--- src/rtl/lock_pkg.sv ---
// rtl/lock_pkg.sv - shared state encoding and defaults for the code lock
package lock_pkg;

  // Two-bit binary encoding; every code point is a real state.
  typedef enum logic [1:0] {
    IDLE    = 2'd0,
    CHECK   = 2'd1,
    OPEN    = 2'd2,
    LOCKOUT = 2'd3
  } lock_state_e;

  localparam int          CODE_W_DEF    = 3;
  localparam logic [2:0]  RESET_KEY_DEF = 3'b000;

endpackage

--- src/rtl/lock_timer.sv ---
// rtl/lock_timer.sv - loadable down-counter shared by OPEN and LOCKOUT
module lock_timer #(
  parameter int W = 4
) (
  input  logic         clk,
  input  logic         rst_n,
  input  logic         load,
  input  logic [W-1:0] load_val,
  input  logic         dec,
  output logic [W-1:0] value,
  output logic         zero
);

  // Load wins over decrement; the count parks at zero.
  always_ff @(posedge clk or negedge rst_n) begin
    if (!rst_n) begin
      value <= '0;
    end else if (load) begin
      value <= load_val;
    end else if (dec && (value != '0)) begin
      value <= value - 1'b1;
    end
  end

  assign zero = (value == '0);

endmodule

--- src/rtl/code_lock_controller.sv ---
// rtl/code_lock_controller.sv - entry/key registers and unlock/lockout sequencer
module code_lock_controller
  import lock_pkg::*;
#(
  parameter int                CODE_W         = CODE_W_DEF,
  parameter logic [CODE_W-1:0] RESET_KEY      = CODE_W'(RESET_KEY_DEF),
  parameter int                MAX_TRIES      = 3,
  parameter int                OPEN_CYCLES    = 8,
  parameter int                LOCKOUT_CYCLES = 16
) (
  input  logic              clk,
  input  logic              rst_n,
  input  logic [CODE_W-1:0] code_in,
  input  logic              enter,
  input  logic              prog,
  input  logic              match_in,
  output logic [CODE_W-1:0] cmp_entry,
  output logic [CODE_W-1:0] cmp_key,
  output logic              unlock,
  output logic              alarm,
  output logic              busy,
  output logic [2:0]        fail_cnt
);

  localparam int TMR_MAX = (OPEN_CYCLES > LOCKOUT_CYCLES) ? OPEN_CYCLES : LOCKOUT_CYCLES;
  localparam int TW      = (TMR_MAX > 1) ? $clog2(TMR_MAX) : 1;

  lock_state_e state, state_nxt;

  logic          tmr_load;
  logic [TW-1:0] tmr_load_val;
  logic          tmr_dec;
  logic [TW-1:0] tmr_value;
  logic          tmr_zero;
  logic          key_wr;
  logic          fail_last;

  // One more failure reaches the lockout threshold.
  assign fail_last = (({1'b0, fail_cnt} + 4'd1) >= 4'(MAX_TRIES));
  assign key_wr    = (state == OPEN) && enter && prog;

  lock_timer #(.W(TW)) u_timer (
    .clk      (clk),
    .rst_n    (rst_n),
    .load     (tmr_load),
    .load_val (tmr_load_val),
    .dec      (tmr_dec),
    .value    (tmr_value),
    .zero     (tmr_zero)
  );

  // Next-state and timer control; match_in is only consulted in CHECK.
  always_comb begin
    state_nxt    = state;
    tmr_load     = 1'b0;
    tmr_load_val = '0;
    tmr_dec      = 1'b0;
    case (state)
      IDLE: begin
        if (enter) state_nxt = CHECK;
      end
      CHECK: begin
        if (match_in) begin
          state_nxt    = OPEN;
          tmr_load     = 1'b1;
          tmr_load_val = TW'(OPEN_CYCLES - 1);
        end else if (!fail_last) begin
          state_nxt = IDLE;
        end else begin
          state_nxt    = LOCKOUT;
          tmr_load     = 1'b1;
          tmr_load_val = TW'(LOCKOUT_CYCLES - 1);
        end
      end
      OPEN: begin
        if (key_wr || tmr_zero) state_nxt = IDLE;
        else                    tmr_dec   = 1'b1;
      end
      LOCKOUT: begin
        if (tmr_zero) state_nxt = IDLE;
        else          tmr_dec   = 1'b1;
      end
      default: state_nxt = IDLE;
    endcase
  end

  // State, datapath registers and outputs registered from the next state.
  always_ff @(posedge clk or negedge rst_n) begin
    if (!rst_n) begin
      state     <= IDLE;
      cmp_entry <= '0;
      cmp_key   <= RESET_KEY;
      fail_cnt  <= 3'd0;
      unlock    <= 1'b0;
      alarm     <= 1'b0;
      busy      <= 1'b0;
    end else begin
      state  <= state_nxt;
      unlock <= (state_nxt == OPEN);
      alarm  <= (state_nxt == LOCKOUT);
      busy   <= (state_nxt == CHECK) || (state_nxt == LOCKOUT);

      if ((state == IDLE) && enter) cmp_entry <= code_in;
      if (key_wr)                   cmp_key   <= code_in;

      if (state == CHECK) begin
        if (match_in)        fail_cnt <= 3'd0;
        else if (!fail_last) fail_cnt <= fail_cnt + 3'd1;
        else                 fail_cnt <= 3'(MAX_TRIES);
      end else if ((state == LOCKOUT) && tmr_zero) begin
        fail_cnt <= 3'd0;
      end
    end
  end

endmodule

--- config.mk ---
export PLATFORM = sky130hd
export DESIGN_NAME = code_lock_controller
export DESIGN_NICKNAME = d
export VERILOG_FILES = /design/src/rtl/lock_pkg.sv /design/src/rtl/lock_timer.sv /design/src/rtl/code_lock_controller.sv
export SDC_FILE = /design/constraint.sdc
export NUM_CORES = 1
export LEC_CHECK = 0
export ABC_CLOCK_PERIOD_IN_PS = 2270
export BUFFER_PORTS_ARGS = -buffer_cell sky130_fd_sc_hd__buf_2
export CORE_MARGIN = 2
export CORE_UTILIZATION = 55
export DETAILED_ROUTE_END_ITERATION = 8
export PLACE_DENSITY = 0.8
export SKIP_LAST_GASP = 1
export SLEW_MARGIN = 5
export SYNTH_ARGS = -nofsm -noshare
export SYNTH_HDL_FRONTEND = slang
export SYNTH_SLANG_ARGS = --single-unit
--- constraint.sdc ---
create_clock -name clk -period 2.27 [get_ports clk]
set_input_delay 0.3405 -clock clk [delete_from_list [all_inputs] [get_ports clk]]
set_output_delay 0.3405 -clock clk [all_outputs]
set_load 0.05 [all_outputs]
==> reports/results.tsv <==
stage	metric	value	unit
sta	min_period_over_period	75.1	%
global_routing	grt_use_total	18.8	%
setup_path	required	2470	ps
final_layout	layout-drive-gt1-share	37.5	%
route	drtPass1Iterations	4	
floorplan	design.portCount	20	
final_layout	synthToLayoutAreaGrowth	18.2	%
final_layout	nFillCells	100	
sta	skew	9.03	ps
yosys	synthesis.nets	84	
route	drc	0	
yosys	ys_types	30	
yosys	ys_warn_count	0	
clocking	cts_tree	done	
setup_path	endpoint_kind	flip-flop	
clocking	h-tree-depth	1	
yosys	async_flop_share	100	%
final_layout	final_cell_mix	buf_2, dfrtp_1, nand2_1	
yosys	synth_seq_cells	18	
sta	relSlewSlack	69.8	%
yosys	synth_top_area_share	52.3	%
place	port_buffers	19	
sta	tightest_slew	454	ps
sta	fin_crit	1700	ps
global_routing	grt_first_pass_wirelength	2510	um
sta	max_freq	587	MHz
setup_path	startpoint_type	flip-flop	
route	first_iter_violations	5	
clocking	cts_buffers	3	
final_layout	final_area	1020	um^2
sta	rsz0062_at_grt	no	
route	via_count	631	
yosys	synth_ff_type	dfrtp_1	
place	place.gp.congestion	0.798	
route	ant_nets	0	
clocking	clock-sinks	18	
floorplan	rows	14	
sta	fin_tns_setup	0	ps
floorplan	die_x	43.6	um
setup_path	cp.arrival	1900	ps
clocking	post_cts_resized	0	
final_layout	final_common_cell	buf_2	
sta	setup_viol	0	
floorplan	initial_core_util	57.8	%
run_status	status	completed	
final_layout	insertedDiodeCount	0	
pwr	irDropWorstVdd	1.13	mV
yosys	synthTopCellsByArea	dfrtp_1, mux2_2, ha_1	
yosys	synth_largest_area_cell	dfrtp_1	
place	postPlaceCellArea	971	um^2
floorplan	coreArea	1490	um^2
global_routing	grt_pass1_vias	611	
yosys	syn-instance-count	73	
yosys	syn_area	861	um^2
route	routed_wl	1540	um
setup_path	cp_max_fo	6	
yosys	synth_edf_count	0	
setup_path	path_class	reg2reg	
pwr	p_per_area	1620	nW/um^2
final_layout	fin_nets	108	
min_path	hp-class	in2reg	
job	maxCapViolCount	0	
sta	hold_viol_final	0	
pwr	leakage	0.000500	uW
yosys	ys_seq_area_share	52.3	%
clocking	clk_latency	290	ps
yosys	synth_area_per_cell	11.8	um^2
clocking	clockBufferDepth	2	
clocking	cts_root_buffer	clkbuf_4	
floorplan	die_area	1900	um^2
global_routing	gr-total-overflow	0	
global_routing	grt_start_max_net_pins	19	
route	wl_per_cell	13.8	um
global_routing	antenna_found_initial	0	
clocking	path_clk_slew	100	ps
route	vias_per_cell	5.63	
sta	hold_ws	284	ps
floorplan	die_h	43.6	um
place	dp_hpwl	1190	um
sta	slew_violations	0	
[through the flow]
step / setup WS [ps] / util [%] / std cells / total power (uW)
after detailed placement: 583 / 65.2 / 107 / 1470
after CTS: 545 / 68.3 / 112 / 1660
after global placement: 693 / 65.2 / 107 / 1430
after floorplan: 499 / - / 73 / 1270
final: 565 / 68.3 / 112 / 1650
after global routing: 466 / 68.3 / 112 / 1740
[power by group]
part           switching (uW)  total, uW  leakage (uW)  internal, uW
Combinational             592        880      0.000259           288
Sequential                115        582      0.000220           467
Clock                    93.4        191     0.0000210          97.8
[critical path, cell delays in order, from the launching register on]
cell and delay, ps:
dfrtp_1 440, ha_1 230, and2_1 150, a21oi_1 390, o31ai_2 170, a211oi_1 230
[sequential cells by signal (all words and copies together) (netlist names)]
register	cells
busy	1
cmp_entry	3
fail_cnt	3
u_timer.value	4
unlock	1
alarm	1
state	2
cmp_key	3
[kinds of logic (layout without fill, tap and decap cells)]
group | Yosys count | after routing | share of synthesized area [%]
simple gates | 27 | 27 | 19.8
xor+xnor | 2 | 2 | 2.04
flops | 18 | 18 | 52.3
mux | 6 | 6 | 7.85
fa+ha+maj | 3 | 3 | 4.36
compound gates | 13 | 13 | 11.8
buf+inv | 4 | 27 | 1.89
[metal layers]
metal / share of wire, % / GRT usage, %
met1: 43 / 20.7
met5: 0 / 0
met3: 3.0 / 3.75
met2: 51 / 31.5
met4: 3.2 / 14.5
[what timing repair did]
action / 4_1_cts / 5_1_grt
buffers inserted: 0 / 0
hold buffers: 1 / 0
endpoints found under the setup margin: 0 / 0
endpoints found under the hold margin: 18 / 0
[final cells by class]
class / instances / area (um^2) / share of cell area [%]
tap: 16 / 20.0 / 1.97
multi-input combinational: 51 / 394 / 38.7
clock buffer: 4 / 36.3 / 3.57
timing repair buffer: 20 / 105 / 10.3
inverter: 3 / 11.3 / 1.11
sequential: 18 / 450 / 44.3
[cells in the mapped netlist (all sizes together), types with 3 or more instances]
master,number
dfrtp,18
ha,3
inv,3
mux2,6
nand2,9
nand2b,3
nor2,3
[path summary, 6_finish.rpt]
kind                                   from               end  slack, ps  depth (start not counted)
worst min-delay path             code_in[2]      cmp_entry[2]        280                          2
worst max-delay path            fail_cnt[0]            unlock        570                          5
worst min register to register   cmp_key[1]        cmp_key[1]        510                          1
max in group asynchronous             rst_n  u_timer.value[1]       1480                          2
worst max register to register  fail_cnt[0]            unlock        570                          5
min in group asynchronous             rst_n             alarm        510                          2
(Power assumes the default switching activity.)
